$ cat config.mk
export PLATFORM = sky130hd
export DESIGN_NAME = ring6_decoder_flat
export DESIGN_NICKNAME = d
export VERILOG_FILES = /design/src/rtl/ring6_pkg.sv /design/src/rtl/ring6_decoder_if.sv /design/src/rtl/onehot6_to_bin.sv /design/src/rtl/ring6_decoder.sv /design/src/flat_wrapper.sv
export SDC_FILE = /design/constraint.sdc
export NUM_CORES = 1
export LEC_CHECK = 0
export CORE_ASPECT_RATIO = 0.6
export CORE_MARGIN = 2
export CORE_UTILIZATION = 40
export DETAILED_ROUTE_END_ITERATION = 8
export MAX_ROUTING_LAYER = met4
export PLACE_DENSITY_LB_ADDON = 0.05
export SLEW_MARGIN = 20
export SYNTH_ARGS = -nofsm -noshare
export SYNTH_HDL_FRONTEND = slang
export SYNTH_HIERARCHICAL = 1
export SYNTH_SLANG_ARGS = --single-unit
export TNS_END_PERCENT = 1
$ cat constraint.sdc
create_clock -name clk -period 6.59 [get_ports clk]
set_clock_uncertainty 0.15 [all_clocks]
set_input_delay 1.318 -clock clk [delete_from_list [all_inputs] [get_ports clk]]
set_output_delay 1.318 -clock clk [all_outputs]
set_load 0.02 [all_outputs]
$ cat src/rtl/ring6_pkg.sv
// Shared types and constants for the six-stage ring-counter decoder.
package ring6_pkg;

   localparam int RING_W       = 6;
   localparam int IDX_W        = 3;
   localparam int LOCK_MATCHES = 3;
   localparam int LOSS_MISSES  = 2;
   localparam int ERR_CNT_W    = 8;

   typedef enum logic [1:0] {
      HUNT = 2'd0,
      SYNC = 2'd1,
      LOCK = 2'd2
   } state_t;

   // Next ring word: Qf wraps back to Qa.
   function automatic logic [RING_W-1:0] rotl(input logic [RING_W-1:0] w);
      return {w[RING_W-2:0], w[RING_W-1]};
   endfunction

endpackage

$ cat src/rtl/ring6_decoder_if.sv
// Sample stream into the decoder and its registered status back out.
// Handshake: ring_in is consumed on every rising clk edge where ring_vld=1;
// there is no back-pressure, the decoder accepts every valid sample.
interface ring6_decoder_if;
   import ring6_pkg::*;

   logic [RING_W-1:0]    ring_in;
   logic                 ring_vld;
   logic [IDX_W-1:0]     count;
   logic                 locked;
   logic                 wrap;
   logic                 err_illegal;
   logic                 err_seq;
   logic [ERR_CNT_W-1:0] err_cnt;
   state_t               state;

   modport master (
      output ring_in, ring_vld,
      input  count, locked, wrap, err_illegal, err_seq, err_cnt, state
   );

   modport slave (
      input  ring_in, ring_vld,
      output count, locked, wrap, err_illegal, err_seq, err_cnt, state
   );

endinterface

$ cat src/rtl/onehot6_to_bin.sv
// Combinational one-hot to binary index, with a legality flag that is
// low for the all-zero word and for any word with more than one bit set.
module onehot6_to_bin
   import ring6_pkg::*;
(
   input  logic [RING_W-1:0] onehot,
   output logic [IDX_W-1:0]  idx,
   output logic              legal
);

   always_comb begin
      idx = '0;
      for (int i = 0; i < RING_W; i++) begin
         if (onehot[i]) idx = IDX_W'(i);
      end
   end

   assign legal = (onehot != '0) && ((onehot & (onehot - 1'b1)) == '0);

endmodule

$ cat src/rtl/ring6_decoder.sv
// Ring-counter decoder: hunts for a legal word, confirms the rotation,
// then tracks it with a flywheel that rides through isolated bad samples.
module ring6_decoder
   import ring6_pkg::*;
(
   input logic              clk,
   input logic              clr,
   ring6_decoder_if.slave   bus
);

   localparam logic [1:0]           LOCK_LAST = 2'(LOCK_MATCHES - 1);
   localparam logic [1:0]           LOSS_LAST = 2'(LOSS_MISSES - 1);
   localparam logic [IDX_W-1:0]     IDX_MAX   = IDX_W'(RING_W - 1);
   localparam logic [RING_W-1:0]    WORD_RST  = RING_W'(1);
   localparam logic [ERR_CNT_W-1:0] ERR_MAX   = '1;

   state_t               state_q, state_d;
   logic [RING_W-1:0]    expected_q, expected_d;
   logic [1:0]           match_q, match_d;
   logic [1:0]           miss_q, miss_d;
   logic [IDX_W-1:0]     count_q, count_d;
   logic                 wrap_q, wrap_d;
   logic                 ei_q, ei_d;
   logic                 es_q, es_d;
   logic [ERR_CNT_W-1:0] err_cnt_q, err_cnt_d;

   logic [IDX_W-1:0]     in_idx;
   logic                 in_legal;
   logic                 is_match;
   logic [IDX_W-1:0]     count_next;

   onehot6_to_bin u_dec (
      .onehot (bus.ring_in),
      .idx    (in_idx),
      .legal  (in_legal)
   );

   assign is_match = in_legal && (bus.ring_in == expected_q);
   // While locked, expected is always the rotation of the last counted word.
   assign count_next = (count_q == IDX_MAX) ? '0 : count_q + 1'b1;

   always_comb begin
      state_d    = state_q;
      expected_d = expected_q;
      match_d    = match_q;
      miss_d     = miss_q;
      count_d    = count_q;
      wrap_d     = 1'b0;
      ei_d       = 1'b0;
      es_d       = 1'b0;
      err_cnt_d  = err_cnt_q;

      if (bus.ring_vld) begin
         case (state_q)
            HUNT: begin
               if (in_legal) begin
                  count_d    = in_idx;
                  expected_d = rotl(bus.ring_in);
                  match_d    = '0;
                  state_d    = SYNC;
               end else begin
                  ei_d = 1'b1;
               end
            end
            SYNC: begin
               if (is_match) begin
                  count_d    = in_idx;
                  expected_d = rotl(expected_q);
                  match_d    = match_q + 1'b1;
                  if (match_q == LOCK_LAST) begin
                     state_d = LOCK;
                     miss_d  = '0;
                  end
               end else begin
                  ei_d    = !in_legal;
                  es_d    = in_legal;
                  state_d = HUNT;
               end
            end
            LOCK: begin
               expected_d = rotl(expected_q);
               count_d    = count_next;
               if (is_match) begin
                  miss_d = '0;
               end else begin
                  ei_d = !in_legal;
                  es_d = in_legal;
                  if (miss_q == LOSS_LAST) begin
                     miss_d  = '0;
                     state_d = HUNT;
                  end else begin
                     miss_d = miss_q + 1'b1;
                  end
               end
               wrap_d = (count_q == IDX_MAX);
            end
            default: state_d = HUNT;
         endcase

         if ((ei_d || es_d) && (err_cnt_q != ERR_MAX)) err_cnt_d = err_cnt_q + 1'b1;
      end
   end

   always_ff @(posedge clk) begin
      if (clr) begin
         state_q    <= HUNT;
         expected_q <= WORD_RST;
         match_q    <= '0;
         miss_q     <= '0;
         count_q    <= '0;
         wrap_q     <= 1'b0;
         ei_q       <= 1'b0;
         es_q       <= 1'b0;
         err_cnt_q  <= '0;
      end else begin
         state_q    <= state_d;
         expected_q <= expected_d;
         match_q    <= match_d;
         miss_q     <= miss_d;
         count_q    <= count_d;
         wrap_q     <= wrap_d;
         ei_q       <= ei_d;
         es_q       <= es_d;
         err_cnt_q  <= err_cnt_d;
      end
   end

   assign bus.count       = count_q;
   assign bus.locked      = (state_q == LOCK);
   assign bus.wrap        = wrap_q;
   assign bus.err_illegal = ei_q;
   assign bus.err_seq     = es_q;
   assign bus.err_cnt     = err_cnt_q;
   assign bus.state       = state_q;

endmodule

$ cat src/flat_wrapper.sv
// flat-port wrapper written by rule: the top's interface ports become plain ports
module ring6_decoder_flat import ring6_pkg::*;
  (clk, clr, bus_ring_in, bus_ring_vld, bus_count, bus_locked, bus_wrap, bus_err_illegal, bus_err_seq, bus_err_cnt, bus_state);
  ring6_decoder_if bus_i ();
  input logic clk;
  input logic clr;
  input wire logic [$bits(bus_i.ring_in)-1:0] bus_ring_in;
  input wire logic [$bits(bus_i.ring_vld)-1:0] bus_ring_vld;
  output wire logic [$bits(bus_i.count)-1:0] bus_count;
  output wire logic [$bits(bus_i.locked)-1:0] bus_locked;
  output wire logic [$bits(bus_i.wrap)-1:0] bus_wrap;
  output wire logic [$bits(bus_i.err_illegal)-1:0] bus_err_illegal;
  output wire logic [$bits(bus_i.err_seq)-1:0] bus_err_seq;
  output wire logic [$bits(bus_i.err_cnt)-1:0] bus_err_cnt;
  output wire logic [$bits(bus_i.state)-1:0] bus_state;
  assign bus_i.ring_in = bus_ring_in;
  assign bus_i.ring_vld = bus_ring_vld;
  assign bus_count = bus_i.count;
  assign bus_locked = bus_i.locked;
  assign bus_wrap = bus_i.wrap;
  assign bus_err_illegal = bus_i.err_illegal;
  assign bus_err_seq = bus_i.err_seq;
  assign bus_err_cnt = bus_i.err_cnt;
  assign bus_state = bus_i.state;
  ring6_decoder u_core (.clk(clk), .clr(clr), .bus(bus_i));
endmodule
==> summary.md, run 1 <==
| Metric | Value |
|---|---|
| Via count | `1511` |
| Dominant cell type by area after synthesis | `dfxtp_1` |
| Seq/Total Area, Yosys | `30.7%` |
| Root Driver | `clkbuf_8` |
| Layout cells sized above 1 | `8.88%` |
| Clk pin slew, worst setup/hold paths | `0.09 ns` |
| Fin cells | `between 200 and 300` |
| RSZ-0062 raised after global routing | `no` |
| Max IR drop VDD | `just over 100 uV` |
| Most instantiated library cell after synthesis | `dfxtp_1` |
| Sink Count | `26` |
| CTS tree | `built` |
| Gpl congestion | `0.856` |
| Die Y | `54.4 um` |
| Drt pass-1 iters | `4` |
| Diodes inserted | `0` |
| Clock Tree Buf Depth | `2` |
| Synth top cells by count | `dfxtp_1 (26), a21oi_1 (18), nand2_1 (16)` |
| Final wirelength | `4210 um` |
| Hold WC Path Type | `reg2reg` |
| Core Region | `4100 um^2` |
| Fin crit share | `about three fifths` |
| Delay-heaviest family, CP | `compound AO/OA/AOI/OAI gates` |
| # port buffers | `25` |
| Filler cells | `417` |
| Worst Max-Slew Pin Slew | `0.853 ns` |
| Slew Viols, Final | `0` |
| Initial antenna violation count | `0` |
| Bufs and invs on worst path | `1` |
| CP Class | `in2reg` |
| CP startpoint kind | `input port` |
| Pwr dens | `219 nW/um^2` |
| Post-route minimum period | `3.87 ns` |
| Post-Synthesis Cells | `approximately 200` |
| GRT Total Usage | `19.7%` |
| DR WL/cell | `15.4 um` |
| Setup Viol. Count Final | `0` |
| CTS Buf Count | `3` |
| Initial Util | `41.4%` |
| Ys flop type | `dfxtp_1` |
| Largest net degree at the start of global routing | `23` |
| CTS resizes | `0` |
| CP Data Arrival Time | `3.92 ns` |
| Post-synth ARST share | `0%` |
| Register Area | `520 um^2` |
| First-pass GRT wire length | `6920 um` |
| ANT nets after route | `0` |
| DPL Wire Length | `3150 um` |
| MaxCap Viol Count | `0` |
| Yosys warning count | `6` |
| Initial DRC Count | `78` |
| Setup tns final | `0 ns` |
| Syn avg cell area | `8.69 um^2` |
| Avg Vias per Cell | `5.51` |
| Yosys cell types | `52` |
| Max FO, Critical Path | `14` |
| Num rows | `18` |
| Synthesis-stage register bit count | `26` |
| CP peak stage delay | `0.59 ns` |
| Synth Cell Area | `~1700 um^2` |
| Cts hold-fix bufs | `0` |
| Status | `complete, no violations` |
| Worst skew pair latency | `0.27 ns` |
| Placed cell count | `270` |
| Required time of the critical path | `6.63 ns` |
| CTS H-tree lvls | `1` |
| Final #Nets | `roughly 230` |
| Hold Fails Final Rpt | `0` |
| Ranking of synthesized cells by area | `dfxtp_1 (31%), a21oi_1 (5.3%), ha_1 (5.2%)` |
| Residual DRC | `0` |
| Maximum clock frequency | `258 MHz` |
| IO Count | `26` |
| Post-synth EDFFs | `0` |
| P_leak | `0.651 nW` |
| DIE WIDTH | `88.1 um` |
| Area taken by multi-input logic gates | `1070 um^2` |
| Fin util | `between 40% and 50%` |
| Synth top area share | `30.7%` |
| Worst slew margin | `42.9%` |
| Congestion Overflow GR | `0` |
| Area Overhead vs Synth | `18.5%` |
| Post-synth net total | `roughly 210` |
| Die ar. | `around 4800 um^2` |
| Post-CTS setup buffers | `0` |
| Crit-path cells | `clkdlybuf4s50_1 > nor3b_1 > o31ai_1 > nand2_1 > o31ai_4 > o211ai_2 > or4_1 > a21oi_1` |
| Vias in the first global route | `approximately 1300` |
| Crit path max-delay cell type | `or4_1` |
| Crit end category | `register` |
## where the power goes
part,internal (mW),total [mW],leakage (nW),switching [mW]
Combinational,0.0589,0.151,0.411,0.0922
Clock,0.0535,0.105,0.0288,0.0520
Sequential,0.170,0.183,0.211,0.0130
Total,0.282,0.439,0.651,0.157
## per-stage QoR
| step | setup slack (ns) | instance area (um^2) | total power [mW] | hold WS [ns] |
|---|---|---|---|---|
| after floorplan | 3.35 | 1700 | 0.299 | 0.288 |
| after global placement | 2.57 | 1950 | 0.332 | 0.303 |
| after detailed placement | 2.45 | 1950 | 0.335 | 0.319 |
| after CTS | 2.75 | 2010 | 0.442 | 0.338 |
| after global routing | 2.53 | 2010 | 0.467 | 0.358 |
| final | 2.72 | 2010 | 0.439 | 0.336 |
## area by class of cell
class / count / area share [%]
inverters: 11 / 2.05
clock buffers: 4 / 2.74
flip-flops and latches: 26 / 25.9
repair buffers: 25 / 12.5
well taps: 60 / 3.74
multi-input cells: 148 / 53.1
## flip-flops by register name, indices dropped and copies added, names as in the netlist, 2 cells and up
signal	count
u_core/match_q	2
u_core/expected_q	6
u_core/bus.state	2
u_core/miss_q	2
u_core/bus.err_cnt	8
u_core/bus.count	3
## routing by layer
layer / track usage [%] / vias up / routed length, um
li1: - / 764 / -
met1: 30.1 / 701 / 2300
met3: 4.07 / 2 / 206
met4: 2.27 / 0 / 12
met2: 27.1 / 44 / 1690
met5: - / - / 0
## cell families after synthesis
kind of cell / count (synthesis) / synth area share [%]
AOI/OAI and AO/OA: 58 / 24.5
xor gates and xnor gates: 7 / 3.62
muxes: 8 / 5.31
DFF: 26 / 30.7
and+or+nand+nor: 68 / 24.4
adders and majority gates: 7 / 5.17
buffers and inverters: 21 / 6.35
## worst paths after layout
| check | startpoint | slack (ns) | end | cells after the start |
|---|---|---|---|---|
| setup reg to reg | u_core/bus.state[0] | 3.85 | u_core/bus.err_cnt[3] | 7 |
| hold reg to reg | u_core/match_q[0] | 0.34 | u_core/match_q[0] | 1 |
| setup / recovery | bus_ring_in[2] | 2.72 | u_core/bus.err_cnt[3] | 8 |
| hold / removal | u_core/match_q[0] | 0.34 | u_core/match_q[0] | 1 |
## cell usage in the layout, fill, tap and decap left out, drive strengths merged, types with 2 or more instances in the layout
cell type | synthesis | final
dfxtp | 26 | 26
clkdlybuf4s50 | 0 | 25
a21oi | 18 | 18
nand2 | 16 | 16
o21ai | 13 | 13
nor2 | 12 | 12
inv | 11 | 11
nand3 | 8 | 8
ha | 7 | 7
xnor2 | 6 | 6
mux2i | 6 | 6
a311oi | 5 | 5
o31ai | 5 | 5
nor3 | 5 | 5
clkbuf | 4 | 4
nor2b | 4 | 4
nor4 | 4 | 4
and3 | 3 | 3
o2111ai | 3 | 3
or4 | 3 | 3
nor3b | 3 | 3
or3 | 3 | 3
o21a | 2 | 2
a211oi | 2 | 2
mux2 | 2 | 2
nand4 | 2 | 2
o211ai | 2 | 2
No activity file was read; power rests on OpenSTA's default activity.
==> run 2: changes to the inputs <==
Clock period 6.59 ns to 3.7 ns, I/O delays scaled along.
==> run 2 against run 1 <==
  * Non-clock buffer count rose by 2
  * Largest power group unchanged
  * Clock-buffer cell count fell by 1
  * Critical path depth did not move
==> summary.md, run 2 (synthesis gave the netlist of run 1 again) <==
| Metric | Value |
|---|---|
| Die ar. | `4790 um^2 (unchanged)` |
| Max reg flops | `8 (unchanged)` |
| CTS tree | `built (unchanged)` |
| Crit path max-delay cell type | `or4_1 (unchanged)` |
| IO Count | `26 (unchanged)` |
| Residual DRC | `0 (unchanged)` |
| CP startpoint kind | `input port (unchanged)` |
| Area Overhead vs Synth | `18.6% (was 18.5%)` |
| # port buffers | `25 (unchanged)` |
| Largest net degree at the start of global routing | `23 (unchanged)` |
| Clock Tree Buf Depth | `2 (unchanged)` |
| CP peak stage delay | `0.59 ns (about the same)` |
| Congestion Overflow GR | `0 (unchanged)` |
| Avg Vias per Cell | `5.62 (was 5.51)` |
| Fin crit share | `89.6%` |
| DIE WIDTH | `88.1 um (unchanged)` |
| CP Data Arrival Time | `3.36 ns (was 3.92 ns)` |
| Filler cells | `409 (was 417)` |
| Post-CTS setup buffers | `0 (unchanged)` |
| Setup Viol. Count Final | `0 (unchanged)` |
| Most frequent cells in the layout | `dfxtp_1 (26), clkdlybuf4s50_1 (25), a21oi_1 (18) (unchanged)` |
| Fin cells | `275 (was 274)` |
| P_leak | `0.653 nW (was 0.651 nW)` |
| Final wirelength | `4250 um (was 4210 um)` |
| MaxCap Viol Count | `0 (unchanged)` |
| Post-route minimum period | `3.32 ns` |
| Slew Viols, Final | `0 (unchanged)` |
| Worst Max-Slew Pin Slew | `0.695 ns (was 0.853 ns)` |
| Pwr dens | `378 nW/um^2 (was 219 nW/um^2)` |
| GRT Total Usage | `19.3% (was 19.7%)` |
| CP Class | `in2reg (unchanged)` |
| ANT nets after route | `0 (unchanged)` |
| Crit-path cells | `clkdlybuf4s50_1 > nor3b_1 > o31ai_1 > nand2_1 > o31ai_4 > o211ai_2 > or4_1 > a21oi_1 (unchanged)` |
| Initial Util | `41.4% (unchanged)` |
| CTS Buf Count | `3 (unchanged)` |
| CTS H-tree lvls | `1 (unchanged)` |
| CTS resizes | `0 (unchanged)` |
| Initial DRC Count | `127 (was 78)` |
| Hold Path Cell Cnt | `1 (unchanged)` |
| Root Driver | `clkbuf_8 (unchanged)` |
| DPL Wire Length | `3140 um (was 3150 um)` |
| Final #Nets | `233 (was 231)` |
| Worst hold start | `u_core/miss_q[1] (was u_core/match_q[0])` |
| Sink Count | `26 (unchanged)` |
| DR WL/cell | `15.5 um (was 15.4 um)` |
| Clk pin slew, worst setup/hold paths | `0.08 ns (was 0.09 ns)` |
| Worst slew margin | `53.5% (was 42.9%)` |
| Gpl congestion | `0.863 (was 0.856)` |
| Diodes inserted | `0 (unchanged)` |
| Hold EP | `u_core/miss_q[1] (was u_core/match_q[0])` |
| R2r startpoint | `u_core/bus.state[1] (was u_core/bus.state[0])` |
| Required time of the critical path | `3.75 ns (was 6.63 ns)` |
| Initial antenna violation count | `0 (unchanged)` |
| Max FO, Critical Path | `14 (unchanged)` |
| Worst Hold Slack | `0.334 ns (was 0.336 ns)` |
| Setup tns final | `0 ns (unchanged)` |
| Num rows | `18 (unchanged)` |
| Core Region | `4100 um^2 (unchanged)` |
| Maximum clock frequency | `302 MHz` |
| Vias in the first global route | `1325 (was 1344)` |
| Drt pass-1 iters | `5 (was 4)` |
| Layout cells sized above 1 | `9.30% (was 8.88%)` |
| Status | `complete, no violations (unchanged)` |
| Die Y | `54.4 um (unchanged)` |
| Crit end category | `register (unchanged)` |
| Placed cell count | `272 (was 270)` |
| R2r worst-path depth | `7 (unchanged)` |
| RSZ-0062 raised after global routing | `no (unchanged)` |
| Leading cell type in the layout, fill and taps excluded | `dfxtp_1 (unchanged)` |
| Max IR drop VDD | `148 uV (was 104 uV)` |
| Reg2Reg Setup Slack | `0.97 ns (was 3.85 ns)` |
| Cts hold-fix bufs | `0 (unchanged)` |
| Power Total | `0.760 mW (was 0.439 mW)` |
| Worst skew pair latency | `0.27 ns (about the same)` |
| Hold Fails Final Rpt | `0 (unchanged)` |
| RR Endpoint | `u_core/bus.err_cnt[3] (unchanged)` |
| First-pass GRT wire length | `6790 um (was 6920 um)` |
| Via count | `1545 (was 1511)` |
| Hold WC Path Type | `reg2reg (unchanged)` |
[run 2: cell count changes in the layout (fill, tap and decap cells not counted)]
cell	before	now
buf_4	0	2
clkbuf_8	4	3
[run 2: critical path, delay by kind of cell]
kind	cells	cell delay (ns)
simple gates	3	1.02
compound gates	4	1.06
buf+inv	1	0.54
[run 2: area by class of cell]
cell class	instances	area [um^2]	area share (%)
clock buffers	3	41.3	2.05
inverters	11	41.3	2.05
multi-input cells	148	1070	53.1
flip-flops and latches	26	520	25.9
well taps	60	75.1	3.73
repair buffers	27	265	13.2
[run 2: worst max-delay path by stage]
| stage | from | end | cells past startpoint |
|---|---|---|---|
| after CTS | bus_ring_in[2] | u_core/bus.err_cnt[3] | 8 |
| after floorplan | bus_ring_in[2] | u_core/bus.err_cnt[5] | 8 |
| final | bus_ring_in[2] | u_core/bus.err_cnt[3] | 8 |
| after detailed placement | bus_ring_in[2] | u_core/bus.err_cnt[3] | 8 |
| after global routing | bus_ring_in[2] | u_core/bus.err_cnt[4] | 8 |
| after global placement | bus_ring_in[2] | u_core/bus.err_cnt[4] | 8 |
[run 2: layer usage]
layer / track usage, % / up-vias / routed length [um]
met3: 3.62 / 2 / 202
met5: - / - / 0
met2: 27.7 / 34 / 1730
met1: 28.9 / 743 / 2300
met4: 1.77 / 0 / 12
li1: - / 766 / -
[run 2: power by group]
group / leakage [nW] / internal [mW] / switching [mW]
Clock: 0.0216 / 0.0729 / 0.0867
Combinational: 0.421 / 0.109 / 0.165
Sequential: 0.211 / 0.302 / 0.0233
[run 2: metrics by stage]
step / instance area, um^2 / util, % / worst slack, ns
6_report: 2010 / 49.1 / 0.384
5_1_grt: 2010 / 49.1 / 0.290
4_1_cts: 2010 / 49.1 / 0.433
3_5_place_dp: 1970 / 48.0 / 0.149
3_3_place_gp: 1970 / 48.0 / 0.266
2_1_floorplan: 1700 / - / 1.04
==> run 3: changes to the inputs <==
Settings changed: CAP_MARGIN set to 0.
==> results of run 3 <==
Same layout as run 2: the final DEF is identical, and so are final timing and power.
